$ cat src/rtl/bin2str_seq.sv
// Sequential binary-to-ASCII-decimal converter (double dabble, one bit per cycle).
// Define BIN2STR_ZERO_BLANK_EN to render leading zeros as spaces.
module bin2str_seq #(
  parameter int unsigned BIN_W  = 14,
  parameter int unsigned DIGITS = 5
) (
  input  logic                  clk,
  input  logic                  rst,
  input  logic                  start_valid,
  output logic                  start_ready,
  input  logic [BIN_W-1:0]      bin,
  output logic                  done_valid,
  input  logic                  done_ready,
  output logic [DIGITS*8-1:0]   str,
  output logic                  overflow
);

  localparam int unsigned BCD_W = (DIGITS + 1) * 4;
  localparam int unsigned CW    = (BIN_W < 2) ? 1 : $clog2(BIN_W + 1);

  typedef enum logic [1:0] {IDLE, SHIFT, OUT} state_t;

  state_t           state, state_nx;
  logic [BIN_W-1:0] op;
  logic [BCD_W-1:0] bcd, bcd_adj;
  logic [CW-1:0]    cnt;
  logic             ovf_acc;

  function automatic logic [DIGITS*8-1:0] fmt(input logic [DIGITS*4-1:0] b);
    logic [DIGITS*8-1:0] s;
`ifdef BIN2STR_ZERO_BLANK_EN
    logic        lead;
    int unsigned i;
    s    = '0;
    lead = 1'b1;
    for (int unsigned k = 0; k < DIGITS; k++) begin
      i = DIGITS - 1 - k;
      if (b[i*4 +: 4] != 4'd0 || i == 0) lead = 1'b0;
      s[i*8 +: 8] = lead ? 8'h20 : {4'h3, b[i*4 +: 4]};
    end
`else
    s = '0;
    for (int unsigned i = 0; i < DIGITS; i++) begin
      s[i*8 +: 8] = {4'h3, b[i*4 +: 4]};
    end
`endif
    return s;
  endfunction

  always_comb begin
    bcd_adj = bcd;
    for (int unsigned d = 0; d < DIGITS + 1; d++) begin
      if (bcd[d*4 +: 4] >= 4'd5) bcd_adj[d*4 +: 4] = bcd[d*4 +: 4] + 4'd3;
    end
  end

  always_comb begin
    state_nx = state;
    unique case (state)
      IDLE:    if (start_valid) state_nx = SHIFT;
      SHIFT:   if (cnt == '0)   state_nx = OUT;
      OUT:     if (done_ready)  state_nx = IDLE;
      default: state_nx = IDLE;
    endcase
  end

  assign start_ready = (state == IDLE);
  assign done_valid  = (state == OUT);

  // A carry out of the top kept digit (into the guard) means the value no
  // longer fits; it is sticky because the prefix value only grows.
  always_ff @(posedge clk) begin
    if (rst) begin
      state    <= IDLE;
      op       <= '0;
      bcd      <= '0;
      cnt      <= '0;
      ovf_acc  <= 1'b0;
      str      <= fmt('0);
      overflow <= 1'b0;
    end else begin
      state <= state_nx;
      unique case (state)
        IDLE: if (start_valid) begin
          op      <= bin;
          bcd     <= '0;
          cnt     <= CW'(BIN_W);
          ovf_acc <= 1'b0;
        end
        SHIFT: if (cnt != '0) begin
          {bcd, op} <= {bcd_adj[BCD_W-2:0], op, 1'b0};
          cnt       <= cnt - 1'b1;
          ovf_acc   <= ovf_acc | bcd_adj[DIGITS*4-1] | bcd_adj[BCD_W-1];
        end else begin
          str      <= fmt(bcd[DIGITS*4-1:0]);
          overflow <= ovf_acc;
        end
        default: ;
      endcase
    end
  end

endmodule

$ cat config.mk
export PLATFORM = sky130hd
export DESIGN_NAME = bin2str_seq
export DESIGN_NICKNAME = d
export VERILOG_FILES = /design/src/rtl/bin2str_seq.sv
export SDC_FILE = /design/constraint.sdc
export NUM_CORES = 1
export LEC_CHECK = 0
export ABC_AREA = 1
export BUFFER_PORTS_ARGS = -buffer_cell sky130_fd_sc_hd__buf_2
export CORE_MARGIN = 5
export CORE_UTILIZATION = 62
export CTS_BUF_LIST = sky130_fd_sc_hd__clkbuf_8
export DETAILED_ROUTE_END_ITERATION = 7
export PLACE_DENSITY = 0.87
export SLEW_MARGIN = 5
export SYNTH_ARGS = -nofsm -noshare
export SYNTH_HDL_FRONTEND = slang
export SYNTH_SLANG_ARGS = --single-unit
export TNS_END_PERCENT = 1
$ cat constraint.sdc
create_clock -name clk -period 2.54 [get_ports clk]
set_input_delay 0.254 -clock clk [delete_from_list [all_inputs] [get_ports clk]]
set_output_delay 0.254 -clock clk [all_outputs]
set_load 0.01 [all_outputs]
# After elaboration in Yosys (flattened, before gate mapping)

Index checks and enable logic that the tools add are counted.

Word-level logic and storage cells: 58
Output and inout bits: 43
Bits in registers: 66

Bitwise operators: 3
Eq/ne operators: 6
Reduce and logical (&&, ||, !) cells: 7
Mux-type cells: 22
Magnitude comparators: 6
Add/subtract/negate cells: 7

Operators by type and width:

| operator                                                                             | number |
|---|---|
| 24-bit two-way mux                                                                   | 2 |
| 24-bit one-hot mux with 2 select lines                                               | 1 |
| 4-bit two-way mux                                                                    | 8 |
| 14-bit two-way mux                                                                   | 2 |
| 14-bit one-hot mux with 2 select lines                                               | 1 |
| 4-bit by 2-bit adder with 4-bit output (second input constant)                       | 6 |
| 4-bit by 3-bit greater-or-equal comparator with 1-bit output (second input constant) | 6 |
| 4-bit one-hot mux with 2 select lines                                                | 1 |
| 2-bit two-way mux                                                                    | 3 |
| 2-bit inequality test (second input constant)                                        | 3 |
| 2-bit one-hot mux with 3 select lines                                                | 1 |
| 3-bit AND reduction                                                                  | 2 |
| 4-bit logical NOT                                                                    | 1 |
| 4-bit nonzero test                                                                   | 1 |
| 4-bit by 1-bit subtractor with 4-bit output (second input constant)                  | 1 |
| 2-bit by 1-bit == test with 1-bit output (second input constant)                     | 1 |
| 2-bit == test (second input constant)                                                | 1 |
| 2-bit logical NOT                                                                    | 1 |
| 1-bit two-way mux                                                                    | 2 |
| 2-bit by 1-bit inequality test with 1-bit output (second input constant)             | 1 |
| 1-bit OR                                                                             | 2 |
| 1-bit one-hot mux with 2 select lines                                                | 1 |
| 2-bit AND reduction                                                                  | 1 |
| 2-bit nonzero test                                                                   | 1 |
| 1-bit inverter                                                                       | 1 |

# Logic depth before layout (Yosys ltp)

Gate-level depths: netlist of the first run.

Depth after elaboration: 6
Mapped depth: 9
Mapped depth without buffers: 9

# Worst setup path after synthesis of the first run

Ideal clock, no wire load.

Path type: register to register
Start point: register cnt[0]
End point: register bcd[23]
Arrival: 1.175 ns
Data required time: 2.401 ns
Buffers on the path: 1
Slack: 1.226 ns
Stages on the path, launching flop included: 10
Cell sequence: dfxtp_1 inv_1 ha_1 nand2_4 nand2_8 nand2_8 inv_6 buf_12 nand2_1 a21oi_2

Word-level cells in the longest chain between the ends: 3

Ends and longest elaborated chain:

| what                                   | line | source |
|---|---|---|
| from (decl)                            | 26   | `logic [CW-1:0] cnt;` |
| from (signal assigned)                 | 87   | `cnt <= CW'(BIN_W);` |
| from (signal assigned)                 | 92   | `cnt <= cnt - 1'b1;` |
| 4-bit nonzero test                     | 90   | `SHIFT: if (cnt != '0) begin` |
| 2-bit inequality test (no source line) | n/a  |  |
| 3-bit AND reduction (no source line)   | n/a  |  |
| to (signal assigned)                   | 91   | `{bcd, op} <= {bcd_adj[BCD_W-2:0], op, 1'b0};` |
| to (decl)                              | 25   | `logic [BCD_W-1:0] bcd, bcd_adj;` |

Every way passes these cells.
A chain may end at the register's enable or synchronous reset.

# Worst setup path in the final report of the first run

Start point: register cnt[0]
End point: register str[1]

Word-level cells in the longest chain between the ends: 3

Ends and longest elaborated chain:

| what                                 | line | source |
|---|---|---|
| 4-bit nonzero test                   | 90   |  |
| 1-bit inverter (no source line)      | n/a  |  |
| 2-bit AND reduction (no source line) | n/a  |  |
| to (signal assigned)                 | 79   | `str <= fmt('0);` |
| to (signal assigned)                 | 95   | `str <= fmt(bcd[DIGITS*4-1:0]);` |
| to (decl)                            | 14   | `output logic [DIGITS*8-1:0] str,` |

Every way passes these cells.

==> impl_metrics.ini, run 1 <==
[clock_network]
hold_buffers = 0
cts_max_path_buffers = 2
cts.sinks = 66
tritoncts = built
cts_inserted_buffers = 9
clock_latency_ps = 330
cts_resized = 0
post_cts_buffers = 0
htreeDepth = 3
path_clk_slew_ps = 70
clockRootBuffer = clkbuf_8

[logic_synthesis]
ys_seq_area_frac = 0.393
yosysWarnings = 0
synthTopCellsByArea = dfxtp_1 39%, nand2_1 7.9%, a21oi_1 5.7%, o21ai_0 5.7%, a21oi_2 4.9%
synthArstFlopShare = 0
synth_seq_cells = 66
synth.largest_area_cell = dfxtp_1
syn_area_um2 = 3360
synth_top_cell_area_share = 0.393
synth_flop_cell = dfxtp_1
ys_types = 32
postSynthAreaPerCell_um2 = 7.97
syn_inst = 422
synth-edff-count = 0

[hold_path]
worstHoldPathCells = 3
min_path_type = primary input to register

[timing]
finClkSkew_ps = 7.35
finalCritPeriodShare = 0.686
maxSlewViolCount = 0
max_freq_ghz = 0.574
min_period_ps = 1740
finalHoldWorstSlack_ps = 170
relSlewSlack = 0.493
finalWorstSetupSlack_ps = 797
fin_tns_setup_ps = 0
worst_pin_slew_ps = 759
setup_viol = 0
finalHoldViolations = 0
rsz0062_at_grt = false

[setup_path]
crit_slowest_cell = nor2_4
crit_fanout = 42
required_ps = 2800
worstPathArrival_ps = 2000
reg2regPathDepth = 6
cpPeakStageDelay_ps = 590
crit_buf_inv = 1
crit_chain = inv_1 > ha_1 > nand2_4 > nor2_4 > o21ai_0 > a21oi_1
path_class = register to register
crit_cells = 6
critical-path-top-delay-family = simple AND/OR/NAND/NOR gates
endpoint_kind = register
start_kind = register

[global_route]
grt_max_degree = 43
grt_pass1_wl_mm = 11.7
grt_usage = 0.199
grt_pass1_vias = 2673
antenna_found_initial = 0
overflow = 0

[route]
remaining_drc_errors = 0
wl_per_cell_um = 12.8
vias_per_cell = 5.28
via_count = 2790
drtIter0Drc = 139
wirelength_mm = 6.78
dr.pass1.iters = 4
final_antenna_net_count = 0

[job]
maxCapViolations = 0

[die]
die_x_um = 83.7
die_y_um = 83.7
fp.coreArea_um2 = 5170
initial_core_util = 0.650
dieArea_um2 = 7000
rows = 26
io_pins = 61

[status]
status = finished, final reports clean

[power]
total_power_mw = 2.54
powerDensity_nw_per_um2 = 705
power.leakage_nw = 1.52
ir_worst_vdd_mv = 0.398

[placed_design]
place_ws_ps = 789
place_congestion = 0.805
dp_hpwl_mm = 4.29
portBuffers = 40

[final_layout]
utilization = 0.697
drive_gt1_frac = 0.210
fillers = 415
area_growth_pct = 7.18
finalNetCount = 485
antenna-diode-count = 0
## cell usage in the layout (no fill, tap or decap), types with 2 or more instances in the layout
cell / n
dfxtp_1: 66
o21ai_1: 7
o21ai_0: 38
conb_1: 20
clkinv_2: 3
o211ai_1: 8
nand4_1: 5
nand2_2: 10
buf_4: 2
a22oi_1: 9
a21oi_2: 19
xor2_1: 5
nand2_1: 71
nand2_8: 2
nand3_1: 17
a31oi_1: 4
inv_1: 37
nor2_1: 22
nor2_4: 2
nand2_4: 2
a21oi_1: 38
inv_4: 2
ha_1: 13
clkbuf_8: 11
buf_2: 40
## cells by family (layout without fill, tap and decap cells)
kind of cell	after synthesis	in the layout	synth area share
compound gates	125	125	0.223
xor+xnor	5	5	0.0130
fa+ha+maj	13	13	0.0484
buf+inv	79	97	0.137
flops	66	66	0.393
other cells	2	20	0.00223
simple gates	132	132	0.184
## stage by stage
step                std cells  area [um^2]
CTS                       528         3600
global route              528         3600
global placement          513         3430
detailed placement        513         3430
finish                    528         3600
floorplan                 440         3430
## power breakdown
group | internal (mW) | total, mW | leakage, nW | switching [mW]
sequential | 1.14 | 1.22 | 0.539 | 0.0754
combinational | 0.188 | 0.568 | 0.882 | 0.380
clock | 0.393 | 0.756 | 0.0961 | 0.363
total | 1.72 | 2.54 | 1.52 | 0.818
## layout make-up
| class | instances | area (um^2) | area share |
|---|---|---|---|
| clock buffers | 11 | 151 | 0.0420 |
| multi-input cells | 295 | 1650 | 0.458 |
| well taps | 70 | 87.6 | 0.0243 |
| flip-flops and latches | 66 | 1320 | 0.367 |
| repair buffers | 42 | 215 | 0.0597 |
| inverters | 40 | 160 | 0.0444 |
| clock inverters | 4 | 18.8 | 0.00521 |
## layer usage
layer	global-route usage	share of wire	wire length, um	up-vias
li1	-	-	-	1430
met1	0.244	0.44	3010	1267
met2	0.337	0.48	3270	80
met3	0.0444	0.059	397	13
met4	0.0804	0.016	111	0
met5	0	0	0	-
## registers in the layout, summed over array words and instances, names as in the netlist
name / cells
state: 2
op: 14
bcd: 24
str: 20
overflow: 1
cnt: 4
ovf_acc: 1
## worst register-to-register path, delay by kind of cell (launching register included)
family,cells,cell delay (ps)
AOI/OAI and AO/OA,2,370
adders and majority gates,1,220
buffers and inverters,1,70
DFF,1,320
and+or+nand+nor,2,690
## synthesized netlist by cell type, drive strengths merged (2+ instances only)
| library cell | number |
|---|---|
| xor2 | 5 |
| dfxtp | 66 |
| o21ai | 46 |
| o211ai | 8 |
| nand3 | 17 |
| ha | 13 |
| nand4 | 5 |
| clkbuf | 4 |
| buf | 35 |
| inv | 40 |
| nand2 | 85 |
| a21oi | 57 |
| a22oi | 9 |
| nor2 | 24 |
| a31oi | 4 |
| conb | 2 |
## path summary, 6_finish.rpt
path	slack [ps]	from	endpoint
max	800	cnt[0]$_SDFFE_PP0P_	str[1]$_SDFFE_PP0P_
max reg2reg	800	cnt[0]$_SDFFE_PP0P_	str[1]$_SDFFE_PP0P_
min reg2reg	460	cnt[0]$_SDFFE_PP0P_	cnt[0]$_SDFFE_PP0P_
min	170	bin[0]	op[0]$_SDFFE_PP0P_
(Power assumes the default switching activity.)
==> inputs of run 2 (changes only) <==
--- a/config.mk
+++ b/config.mk
@@ -8,10 +8,10 @@
 export ABC_AREA = 1
 export BUFFER_PORTS_ARGS = -buffer_cell sky130_fd_sc_hd__buf_2
 export CORE_MARGIN = 5
-export CORE_UTILIZATION = 62
+export CORE_UTILIZATION = 58
 export CTS_BUF_LIST = sky130_fd_sc_hd__clkbuf_8
 export DETAILED_ROUTE_END_ITERATION = 7
-export PLACE_DENSITY = 0.87
+export PLACE_DENSITY = 0.83
 export SLEW_MARGIN = 5
 export SYNTH_ARGS = -nofsm -noshare
 export SYNTH_HDL_FRONTEND = slang
==> constraint.sdc (replaced) <==
create_clock -name clk -period 1.82 [get_ports clk]
set_input_delay 0.182 -clock clk [delete_from_list [all_inputs] [get_ports clk]]
set_output_delay 0.182 -clock clk [all_outputs]
set_load 0.01 [all_outputs]
==> run 2 against run 1 <==
  * Clock power grew 72%
  * Wire length down 3.4%
  * Highest routed layer unchanged
  * Clock skew decreased by 1.1 ps
  * Sequential share of layout area decreased by 0.64 points
  * Critical endpoint is now bcd[23]$_SDFFE_PP0P_
  * Cell count rose by 0.95%
  * Fmax up 15%
==> impl_metrics.ini, run 2 (same netlist as run 1, synthesis figures left out) <==
[route]
remaining_drc_errors = 0
final_antenna_net_count = 0
wirelength_mm = 6.55
drtIter0Drc = 147
via_count = 2789
wl_per_cell_um = 12.3
vias_per_cell = 5.23
dr.pass1.iters = 4

[die]
die_x_um = 86.2
die_y_um = 86.2
dieArea_um2 = 7420
fp.coreArea_um2 = 5570
io_pins = 61
rows = 27
initial_core_util = 0.603

[power]
total_power_mw = 3.78
power.leakage_nw = 1.55
powerDensity_nw_per_um2 = 1030
ir_worst_vdd_mv = 0.775

[final_layout]
multi_input_area_um2 = 1650
finalNetCount = 487
drive_gt1_frac = 0.213
reg_top3 = bcd (24), str (20), op (14)
fin_cells = 533
utilization = 0.658
area_growth_pct = 9.08
layout_common_cells = 71 x nand2_1, 66 x dfxtp_1, 40 x buf_2
regArea_um2 = 1320
antenna-diode-count = 0
layout_commonest_cell = nand2_1
largest-register = bcd
final_area_um2 = 3670
largest_reg_flops = 24
fillers = 467

[placed_design]
dpl_cell_area_um2 = 3450
placedCellCount = 517
place_ws_ps = 316
dp_hpwl_mm = 4.36
portBuffers = 40
place_congestion = 0.838

[global_route]
overflow = 0
grt_pass1_wl_mm = 11.0
grt_use_met1 = 0.218
use_met3 = 0.0394
grt_pass1_vias = 2595
antenna_found_initial = 0
grt_max_degree = 39
grt-busiest-layer = met2
grt_usage = 0.183
use_met2 = 0.315

[setup_path]
r2r-end = bcd[23]$_SDFFE_PP0P_
crit_slowest_cell = dfxtp_1
crit_fanout = 32
crit_cells = 8
required_ps = 2090
endpoint = bcd[23]$_SDFFE_PP0P_
crit_buf_inv = 2
critical-path-top-delay-family = simple AND/OR/NAND/NOR gates
reg2reg_from = cnt[0]$_SDFFE_PP0P_
endpoint_kind = register
worstPathArrival_ps = 1790
cpPeakStageDelay_ps = 320
cp_common_cell = nand2_8
reg2reg_slack_ps = 300
reg2regPathDepth = 8
path_class = register to register
start_kind = register
crit_chain = inv_1 > ha_1 > nand2_4 > nand2_8 > nand2_8 > inv_6 > nand2_1 > a21oi_2
startpoint = cnt[0]$_SDFFE_PP0P_

[timing]
finalHoldViolations = 0
min_period_ps = 1520
finalHoldWorstSlack_ps = 98.6
finalCritPeriodShare = 0.833
setup_viol = 0
max_freq_ghz = 0.660
finClkSkew_ps = 6.21
maxSlewViolCount = 0
finalWorstSetupSlack_ps = 304
fin_tns_setup_ps = 0
rsz0062_at_grt = false

[clock_network]
cts.sinks = 66
clock_latency_ps = 330
cts_inserted_buffers = 9
hold_buffers = 0
cts_max_path_buffers = 2
htreeDepth = 3
path_clk_slew_ps = 70
tritoncts = built
clockRootBuffer = clkbuf_8
cts_resized = 0
post_cts_buffers = 0

[job]
maxCapViolations = 0

[hold_path]
min_path_type = primary input to register

[status]
status = finished, final reports clean
-- run 2: layer usage --
metal	part of all wire	vias to the layer above
met2	0.47	72
met1	0.46	1264
met3	0.054	13
li1	-	1440
met4	0.018	0
met5	0	-
-- run 2: tightest hold or removal path, cell delays in order --
cell and delay [ps]:
buf_2 100, nand2_1 50, a21oi_1 50
-- run 2: worst min-delay path by stage --
stage	startpoint	to	slack (ps)	cells past startpoint
2_1_floorplan	bin[0]	op[0]$_SDFFE_PP0P_	330	2
3_3_place_gp	cnt[0]$_SDFFE_PP0P_	cnt[0]$_SDFFE_PP0P_	430	1
3_5_place_dp	cnt[0]$_SDFFE_PP0P_	cnt[0]$_SDFFE_PP0P_	440	1
4_1_cts	bin[0]	op[0]$_SDFFE_PP0P_	90	3
5_1_grt	bin[11]	op[11]$_SDFFE_PP0P_	110	3
6_report	bin[0]	op[0]$_SDFFE_PP0P_	100	3
-- run 2: report_power, final --
group | leakage (nW) | switching (mW) | internal [mW]
clock | 0.118 | 0.528 | 0.774
combinational | 0.893 | 0.521 | 0.268
sequential | 0.539 | 0.103 | 1.59
total | 1.55 | 1.15 | 2.63
-- run 2: area by class of cell --
type                    count  area share
well taps                  72      0.0246
multi-input cells         295       0.450
clock buffers              13      0.0488
inverters                  40      0.0437
repair buffers             44      0.0628
flip-flops and latches     66       0.360
clock inverters             3      0.0102
==> inputs of run 3 (changes only) <==
==> constraint.sdc (replaced) <==
create_clock -name clk -period 1.45 [get_ports clk]
set_input_delay 0.145 -clock clk [delete_from_list [all_inputs] [get_ports clk]]
set_output_delay 0.145 -clock clk [all_outputs]
set_load 0.01 [all_outputs]
==> run 3 against run 2 <==
  * Largest power group unchanged
  * Combinational power rose by 38%
  * Flip-flop and latch count unchanged
  * First-iteration DRC count up 42%
  * Highest routed layer unchanged
  * Count of clock-buffer cells in the layout down 1
  * Power increased by 24%
==> impl_metrics.ini, run 3 (same netlist as run 1, synthesis figures left out) <==
[setup_path]
path_class = register to register
cp_common_cell = nand2_8
r2r-end = bcd[15]$_SDFFE_PP0P_
crit_fanout = 11
crit_slowest_cell = dfxtp_1
worstPathArrival_ps = 1630
reg2reg_from = cnt[1]$_SDFFE_PP0P_
cpPeakStageDelay_ps = 370
crit_chain = inv_1 > ha_4 > nand2_4 > nand2_8 > nand2_8 > buf_8 > o21ai_1 > a21oi_2
required_ps = 1720
reg2reg_slack_ps = 90
endpoint_kind = register
reg2regPathDepth = 8
start_kind = register

[clock_network]
clockRootBuffer = clkbuf_8
tritoncts = built
cts_inserted_buffers = 9
htreeDepth = 3
clock_latency_ps = 350
cts_max_path_buffers = 2
cts.sinks = 66
hold_buffers = 0
post_cts_buffers = 0
path_clk_slew_ps = 80

[route]
vias_per_cell = 5.25
final_antenna_net_count = 0
drtIter0Drc = 209
dr.pass1.iters = 4
remaining_drc_errors = 0
via_count = 2827
wirelength_mm = 6.85
wl_per_cell_um = 12.7

[die]
fp.coreArea_um2 = 5570
die_y_um = 86.2
io_pins = 61
dieArea_um2 = 7420
initial_core_util = 0.603
die_x_um = 86.2
rows = 27

[global_route]
grt-busiest-layer = met2
grt_use_met1 = 0.222
antenna_found_initial = 0
overflow = 0
grt_pass1_wl_mm = 11.2
use_met3 = 0.0596
grt_usage = 0.186
use_met2 = 0.315
grt_max_degree = 39
grt_pass1_vias = 2579

[placed_design]
placedCellCount = 522
place_congestion = 0.840
portBuffers = 40
dp_hpwl_mm = 4.55
place_ws_ps = -15.9
dpl_cell_area_um2 = 3510

[power]
power.leakage_nw = 1.57
powerDensity_nw_per_um2 = 1250
ir_worst_vdd_mv = 0.744

[final_layout]
final_area_um2 = 3760
antenna-diode-count = 0
drive_gt1_frac = 0.247
regArea_um2 = 1330
largest_reg_flops = 24
area_growth_pct = 11.7
largest-register = bcd
reg_top3 = bcd (24), str (20), op (14)
layout_commonest_cell = nand2_1
fin_cells = 538
multi_input_area_um2 = 1670
finalNetCount = 492
layout_common_cells = 71 x nand2_1, 60 x dfxtp_1, 40 x buf_2
fillers = 481

[timing]
finClkSkew_ps = 11.8
finalHoldWorstSlack_ps = 51.5
setup_viol = 0
finalWorstSetupSlack_ps = 91.0
finalHoldViolations = 0
maxSlewViolCount = 0
fin_tns_setup_ps = 0
finalCritPeriodShare = 0.937
max_freq_ghz = 0.736
min_period_ps = 1360
rsz0062_at_grt = false

[hold_path]
min_to = op[0]$_SDFFE_PP0P_
min_path_type = primary input to register
worstHoldPathCells = 3
hp-start = bin[0]

[status]
status = finished, final reports clean

[job]
maxCapViolations = 0
==> run 3: changes by cell type in the layout (fill, tap and decap cells not counted), moves of 2 or more <==
cell	before	now
dfxtp_4	0	2
o21ai_1	7	11
buf_4	4	6
dfxtp_2	0	4
clkinvlp_4	0	3
buf_12	0	2
dfxtp_1	66	60
inv_1	38	35
o21ai_0	38	34
inv_2	1	3
==> run 3: critical path, delay by kind of cell, from the launching register on <==
| kind | cells | cell delay (ps) |
|---|---|---|
| fa+ha+maj | 1 | 170 |
| flops | 1 | 370 |
| compound gates | 2 | 190 |
| buf+inv | 2 | 230 |
| simple gates | 3 | 310 |
==> run 3: repair_timing <==
item / 4_1_cts / 5_1_grt
resized for setup: 3 / 21
pin swaps: 0 / 2
endpoints found under the setup margin: 12 / 48
==> run 3: power by group <==
group          total [mW]  internal [mW]  switching (mW)  leakage, nW
combinational        1.09          0.402           0.689        0.934
sequential           2.14           2.00           0.135        0.542
clock                1.48          0.755           0.726       0.0920
total                4.71           3.16            1.55         1.57
==> run 3: worst max path at each step <==
stage                              startpoint                    to  slack (ps)  depth (start not counted)
after global placement    cnt[0]$_SDFFE_PP0P_   bcd[0]$_SDFFE_PP0P_          60                          8
after CTS                 cnt[0]$_SDFFE_PP0P_  bcd[15]$_SDFFE_PP0P_          -7                          8
after global routing      cnt[0]$_SDFFE_PP0P_   bcd[0]$_SDFFE_PP0P_           5                          8
after floorplan           cnt[0]$_SDFFE_PP0P_  bcd[23]$_SDFFE_PP0P_         140                          9
after detailed placement  cnt[0]$_SDFFE_PP0P_    op[7]$_SDFFE_PP0P_         -20                          8
final                     cnt[1]$_SDFFE_PP0P_  bcd[15]$_SDFFE_PP0P_          90                          8
==> run 3: layout make-up <==
| cell class | count | area share |
|---|---|---|
| Inverter | 40 | 0.0453 |
| Clock buffer | 12 | 0.0440 |
| Clock inverter | 4 | 0.00699 |
| Timing Repair Buffer | 49 | 0.0799 |
| Sequential cell | 66 | 0.355 |
| Tap cell | 72 | 0.0240 |
| Multi-Input combinational cell | 295 | 0.445 |
==> run 3: per-stage QoR <==
| stage | utilization | total power, mW |
|---|---|---|
| 2_1_floorplan | - | 3.03 |
| 3_3_place_gp | 0.631 | 3.17 |
| 3_5_place_dp | 0.631 | 3.21 |
| 4_1_cts | 0.666 | 4.69 |
| 5_1_grt | 0.674 | 4.96 |
| 6_report | 0.674 | 4.71 |
==> run 3: routing by layer <==
| layer | up-vias | part of all wire |
|---|---|---|
| met2 | 63 | 0.48 |
| met3 | 13 | 0.065 |
| met5 | - | 0 |
| met1 | 1303 | 0.44 |
| met4 | 0 | 0.016 |
| li1 | 1448 | - |
